==> src/rtl/spike_sched.sv <==
// Spike event scheduler: two requesters share a circular FIFO through a
// round-robin arbiter; entries are popped one at a time into the AER output block.
module spike_sched #(
    parameter int M     = 8,
    parameter int DEPTH = 16,
    parameter int CW    = $clog2(DEPTH) + 1
) (
    input  logic          CLK,
    input  logic          RSTN,
    input  logic          NEUR_SPK_VLD,
    input  logic [M-1:0]  NEUR_SPK_ADDR,
    output logic          NEUR_SPK_RDY,
    input  logic          EXT_SPK_VLD,
    input  logic [M-1:0]  EXT_SPK_ADDR,
    output logic          EXT_SPK_RDY,
    input  logic          AEROUT_CTRL_BUSY,
    output logic          CTRL_AEROUT_POP_NEUR,
    output logic [M-1:0]  SCHED_DATA_OUT,
    output logic          SCHED_EMPTY,
    output logic          SCHED_FULL,
    output logic [CW-1:0] SCHED_COUNT
);
    localparam int AW = $clog2(DEPTH);

    typedef enum logic [1:0] {IDLE, POP, WAIT_ACC, WAIT_DONE} state_t;

    state_t        state_q, state_d;
    logic [AW-1:0] wr_ptr_q, wr_ptr_d, rd_ptr_q, rd_ptr_d;
    logic [CW-1:0] count_q, count_d;
    logic          last_ext_q, last_ext_d;
    logic [M-1:0]  mem_q [DEPTH];

    logic         full, push, pop;
    logic [M-1:0] push_addr;

    // On a tie the requester that did not win last time is granted.
    assign full         = (count_q == CW'(DEPTH));
    assign NEUR_SPK_RDY = !full && NEUR_SPK_VLD && (!EXT_SPK_VLD || last_ext_q);
    assign EXT_SPK_RDY  = !full && EXT_SPK_VLD && (!NEUR_SPK_VLD || !last_ext_q);
    assign push         = NEUR_SPK_RDY || EXT_SPK_RDY;
    assign push_addr    = NEUR_SPK_RDY ? NEUR_SPK_ADDR : EXT_SPK_ADDR;
    assign pop          = (state_q == POP);

    assign CTRL_AEROUT_POP_NEUR = pop;
    assign SCHED_DATA_OUT       = pop ? mem_q[rd_ptr_q] : '0;
    assign SCHED_EMPTY          = (count_q == '0);
    assign SCHED_FULL           = full;
    assign SCHED_COUNT          = count_q;

    always_comb begin
        wr_ptr_d   = push ? wr_ptr_q + 1'b1 : wr_ptr_q;
        rd_ptr_d   = pop ? rd_ptr_q + 1'b1 : rd_ptr_q;
        last_ext_d = push ? EXT_SPK_RDY : last_ext_q;
        count_d    = count_q;
        if (push && !pop)
            count_d = count_q + 1'b1;
        else if (!push && pop)
            count_d = count_q - 1'b1;
    end

    always_comb begin
        state_d = state_q;
        case (state_q)
            IDLE:      if (count_q != '0 && !AEROUT_CTRL_BUSY) state_d = POP;
            POP:       state_d = WAIT_ACC;
            WAIT_ACC:  state_d = WAIT_DONE;
            WAIT_DONE: if (!AEROUT_CTRL_BUSY) state_d = IDLE;
            default:   state_d = IDLE;
        endcase
    end

    always_ff @(posedge CLK) begin
        if (!RSTN) begin
            state_q    <= IDLE;
            wr_ptr_q   <= '0;
            rd_ptr_q   <= '0;
            count_q    <= '0;
            last_ext_q <= 1'b1;
        end else begin
            state_q    <= state_d;
            wr_ptr_q   <= wr_ptr_d;
            rd_ptr_q   <= rd_ptr_d;
            count_q    <= count_d;
            last_ext_q <= last_ext_d;
        end
    end

    // Storage is deliberately left out of reset; the pointers define validity.
    always_ff @(posedge CLK) begin
        if (push)
            mem_q[wr_ptr_q] <= push_addr;
    end

endmodule
==> config.mk <==
export PLATFORM = sky130hd
export DESIGN_NAME = spike_sched
export DESIGN_NICKNAME = d
export VERILOG_FILES = /design/src/rtl/spike_sched.sv
export SDC_FILE = /design/constraint.sdc
export NUM_CORES = 1
export LEC_CHECK = 0
export ABC_CLOCK_PERIOD_IN_PS = 2660
export BUFFER_PORTS_ARGS = -buffer_cell sky130_fd_sc_hd__buf_2
export CORE_MARGIN = 5
export CORE_UTILIZATION = 52
export CTS_CLUSTER_SIZE = 20
export DETAILED_ROUTE_END_ITERATION = 7
export HOLD_SLACK_MARGIN = 0.15
export PLACE_DENSITY_LB_ADDON = 0.08
export SYNTH_ARGS = -nofsm -noshare
export SYNTH_HDL_FRONTEND = slang
export SYNTH_SLANG_ARGS = --single-unit
export TNS_END_PERCENT = 50
==> constraint.sdc <==
create_clock -name CLK -period 2.66 [get_ports CLK]
set_input_delay 0.399 -clock CLK [delete_from_list [all_inputs] [get_ports CLK]]
set_output_delay 0.399 -clock CLK [all_outputs]
set_load 0.1 [all_outputs]
# Word level (Yosys, flattened, before mapping)
# Memories as Yosys holds them, arrays and structs flattened. A register that Yosys moved wholly into a read port is not among the register bits.
# Index checks and enable logic that the tools add are counted.
# W data, S select, Z words.
[totals]
wordCells = 49
out_inout_bits = 18
regBits = 16
inputBits = 21
memories = 1
ramBits = 128
[classes]
mux = 11
n_eq_ne = 6
n_addsub = 4
n_reduce_logical = 22
[mem_list]
columns = ["memory", "words", "word_bits", "rd", "rd_clocked_by_memory_dff", "wr", "line", "text"]
rows = [
  ["mem_q", 16, 8, 1, 1, 1, "31", "logic [M-1:0] mem_q [DEPTH];"],
]
[op_table]
columns = ["cell", "count"]
rows = [
  ["$mux W8", 2],
  ["$mux W5", 2],
  ["$add A4 B1 Y4 const B", 2],
  ["$mux W4", 2],
  ["$pmux W2 S4", 1],
  ["$logic_and A1 B1 Y1", 7],
  ["$logic_not A1 Y1", 7],
  ["$add A5 B1 Y5 const B", 1],
  ["$eq A5 B5 Y1 const B", 1],
  ["$logic_not A5 Y1", 1],
  ["$reduce_bool A5 Y1", 1],
  ["$sub A5 B1 Y5 const B", 1],
  ["$eq A2 B2 Y1 const B", 2],
  ["$mux W2", 2],
  ["$ne A2 B2 Y1 const B", 2],
  ["$logic_or A1 B1 Y1", 3],
  ["$eq A2 B1 Y1 const B", 1],
  ["$logic_not A2 Y1", 1],
  ["$mux W1", 2],
  ["$reduce_and A2 Y1", 1],
  ["$reduce_bool A2 Y1", 1],
]

# Longest topological paths before layout
[logic_depth]
word_depth = 9
ltp_mapped = 11
mapped_depth_nobuf = 10

# Worst setup path after synthesis
# Ideal clock, no wire load.
[synth_path]
path_kind = "flip-flop to output port"
from = "register state_q[1]"
to = "output port SCHED_DATA_OUT[0]"
n_path_buf = 1
stages_incl_launch_ff = 6
required_ns = 2.261
arrival_time_ns = 3.805
slack_ns = -1.544
cell_sequence = "dfxtp_1 > inv_1 > ha_1 > clkbuf_1 > nand2_1 > o21ai_0"
[synth_via]
elab_chain_cells = 2
[synth_lines]
columns = ["item", "line", "text"]
rows = [
  ["start: declaration", "27", "state_t state_q, state_d;"],
  ["start signal: assignment", "80", "state_q <= state_d;"],
  ["$eq A2 B1 Y1", "42", "assign pop = (state_q == POP);"],
  ["named net CTRL_AEROUT_POP_NEUR", "17", "output logic CTRL_AEROUT_POP_NEUR,"],
  ["$mux W8", "45", "assign SCHED_DATA_OUT = pop ? mem_q[rd_ptr_q] : '0;"],
  ["end: declaration", "18", "output logic [M-1:0] SCHED_DATA_OUT,"],
]
# The timed path passes the listed nets, and every way through them passes these cells.

==> impl_metrics.json <==
{
  "run_status": "finished, final reports clean",
  "syn_area_mm2": 0.00627,
  "yosys_warnings": 0,
  "io_pins": 39,
  "synth_mux_area_share_pct": 12.5,
  "cts_tree": "yes",
  "use_met1_pct": 25.9,
  "crit_arrival_ps": 2110,
  "root_buffer": "clkbuf_16",
  "utilization_pct": 63.1,
  "synthXorXnorAreaFrac_pct": 1.26,
  "synth_cell_types": 36,
  "rows": 40,
  "dp.cells": 599,
  "die_x_um": 120,
  "dieArea_mm2": 0.0144,
  "route.antenna.remaining_nets": 0,
  "whs_ps": 347,
  "cp_max_fo": 10,
  "cp_num_buf_inv": 1,
  "wl_per_cell_um": 20.6,
  "synth_area_per_cell_um2": 15.2,
  "gp_congestion": 0.806,
  "netlist_instances": 412,
  "maxCapViolations": 0,
  "clockPowerShare_pct": 26.7,
  "worstPathRequired_ps": 2260,
  "drt-pass1-iter-count": 4,
  "rsz0062_at_grt": "no",
  "cp-end-kind": "output port",
  "viasPerCell": 5.56,
  "use_met3_pct": 5.14,
  "grt_util_met2_pct": 31.9,
  "worstMarginPinSlew_ps": 742,
  "synth_top_family_by_area": "multiplexers",
  "fillCellCount": 879,
  "drt_iter0_drc": 205,
  "maxClockFrequency_mhz": 399,
  "crit_type": "flop to output port",
  "start_util_pct": 52.6,
  "dieHeight_um": 120,
  "maxSlewHeadroom_pct": 50.3,
  "path_cells": "mux4_2 > nand2b_1 > nand3_1 > o21ai_4 > buf_4",
  "slowest_stage": "mux4_2",
  "placed_area_mm2": 0.00691,
  "synth-edff-count": 128,
  "r2r_cells": 9,
  "setup_ws_ps": 156,
  "numCtsBuffers": 17,
  "path_delay_family": "multiplexers",
  "final_cell_area_mm2": 0.00752,
  "setup_violations": 0,
  "p_leak_nw": 2.67,
  "grt_max_degree": 20,
  "antenna_found_initial": 0,
  "clkLatencyLatePin_ps": 420,
  "syn2layout_area_growth_pct": 19.9,
  "grt_pass1_wl_um": 20700,
  "async_reset_ff_share_pct": 0,
  "seq_power_share_pct": 36.6,
  "port_buffers": 38,
  "fin_skew_ps": 6.65,
  "synth_compound_area_share_pct": 6.21,
  "pre_cts_ws_ps": 222,
  "core_area_mm2": 0.0119,
  "swShare_pct": 35.9,
  "wirelength_um": 13100,
  "worst_path_largest_cell_delay_ps": 550,
  "grt_pass1_vias": 3651,
  "finalHoldViolations": 0,
  "ys_seq_area_share_pct": 67.7,
  "gr-total-overflow": 0,
  "syn-num-nets": 449,
  "cp.depth": 5,
  "fin_nets": 513,
  "power_density_mw_per_mm2": 1080,
  "fin_tns_setup_ps": 0,
  "min_period_over_period_pct": 94.2,
  "startpoint_type": "flop",
  "hp-class": "primary input to flop",
  "p_int_mw": 5.22,
  "drc_errors": 0,
  "layout_min_cycle_time_ps": 2500,
  "peakVddDrop_mv": 0.922,
  "r2r_setup_slack_ps": 330,
  "cts.path.max_buffers": 2,
  "final_cell_count_no_fill": 636,
  "slew_violations": 0,
  "power_mw": 8.15,
  "path_clk_slew_ps": 60,
  "via_count": 3538,
  "cts.sinks": 148,
  "synth_ff_type": "edfxtp_1",
  "grt.busiest_layer": "met2",
  "drive_gt1_share_pct": 26.6,
  "gr-usage-all-layers_pct": 19.6,
  "diodes": 0,
  "yosys_register_bits": 148,
  "holdPathStages": 2,
  "synth-simple-area-share_pct": 6.74,
  "dpl.hpwl_um": 8700,
  "power_frac_comb_pct": 36.7,
  "htreeDepth": 4,
  "synthAdderAreaFrac_pct": 3.31,
  "power_switching_mw": 2.93
}
layout by cell type (no fill, tap or decap), types with 5 or more instances in the layout:
| cell | Yosys | routed |
|---|---|---|
| buf_2 | 3 | 30 |
| clkbuf_8 | 0 | 6 |
| buf_4 | 5 | 29 |
| dfxtp_4 | 0 | 5 |
| inv_1 | 13 | 13 |
| clkbuf_1 | 11 | 5 |
| and2_1 | 11 | 10 |
| nand3_1 | 12 | 12 |
| dfxtp_1 | 20 | 14 |
| mux2_2 | 8 | 8 |
| edfxtp_1 | 128 | 128 |
| nand2_1 | 22 | 21 |
| o21ai_4 | 0 | 8 |
| ha_1 | 15 | 14 |
| a22oi_1 | 28 | 26 |
| nand2b_1 | 8 | 8 |
| buf_12 | 0 | 6 |
| clkbuf_16 | 0 | 17 |
| mux2i_1 | 60 | 60 |
| nor2_1 | 17 | 16 |
| xnor2_1 | 6 | 6 |
routing by layer:
metal | vias up | share of wire (%)
li1 | 1685 | -
met1 | 1764 | 45
met2 | 84 | 49
met3 | 5 | 5.2
met4 | 0 | 0.56
met5 | - | 0
power groups by stage:
| stage | registers [mW] | clock network, mW | logic [mW] |
|---|---|---|---|
| after floorplan | 3.12 | 0 | 2.14 |
| after detailed placement | 3.06 | 0 | 2.89 |
| after global routing | 3.01 | 2.33 | 3.21 |
| final | 2.98 | 2.17 | 2.99 |
| after CTS | 2.99 | 2.22 | 2.99 |
| after global placement | 3.05 | 0 | 2.86 |
synthesized netlist by cell type, drive strengths merged, types with 2 or more instances:
master	count	area, µm²
mux2i	60	601
clkbuf	12	46.3
edfxtp	128	3840
ha	15	188
dfxtp	20	400
nor2b	5	31.3
xor2	3	26.3
inv	13	48.8
mux2	8	90.1
o21ai	13	68.8
nor3	4	20.0
and2	11	68.8
xnor2	6	52.6
mux4	4	90.1
a21oi	3	18.8
a211oi	2	15.0
buf	8	52.6
a22oi	28	210
nand2	22	82.6
nand2b	8	50.1
nor2	17	63.8
nand3	12	60.1
sequential cells by signal (all words and copies together) (netlist names), named ones only:
register and count:
wr_ptr_q 4, mem_q 128, SCHED_COUNT 5, last_ext_q 1, state_q 2, rd_ptr_q 4
area by class of cell:
class | count | area [µm²] | area share (%)
repair buffers | 65 | 488 | 6.49
clock buffers | 28 | 527 | 7.00
multi-input cells | 231 | 1990 | 26.5
inverters | 13 | 48.8 | 0.649
flip-flops and latches | 148 | 4260 | 56.7
clock inverters | 4 | 18.8 | 0.250
well taps | 147 | 184 | 2.45
worst register-to-register path, stage by stage, from the launching register on:
cell and delay [ps]:
dfxtp_4 370, nor4_4 350, a21oi_2 170, ha_1 250, inv_1 150, ha_1 290
a21oi_1 200, a211oi_1 100, a31oi_1 190, mux2i_1 200
worst paths after layout:
path / start / endpoint
worst min register to register: SCHED_COUNT[3] / SCHED_COUNT[3]
worst max-delay path: flop / SCHED_DATA_OUT[4]
worst max register to register: SCHED_COUNT[0] / SCHED_COUNT[4]
worst min-delay path: RSTN / last_ext_q
cells by family (layout without fill, tap and decap cells):
family                     count (synthesis)  count (layout)
adders and majority gates                 16              16
muxes                                     72              72
AOI/OAI and AO/OA                         51              51
and+or+nand+nor                           83              83
DFF                                      148             148
buffers and inverters                     33             110
xor gates and xnor gates                   9               9
timing repair:
item                                    4_1_cts  5_1_grt
buffers inserted                              3        2
gates resized for setup                       7        1
endpoints found under the setup margin        8        2
hold buffers                                  0        0
pin swaps                                     0        1
Note: power is estimated with default switching activity, not from simulation.
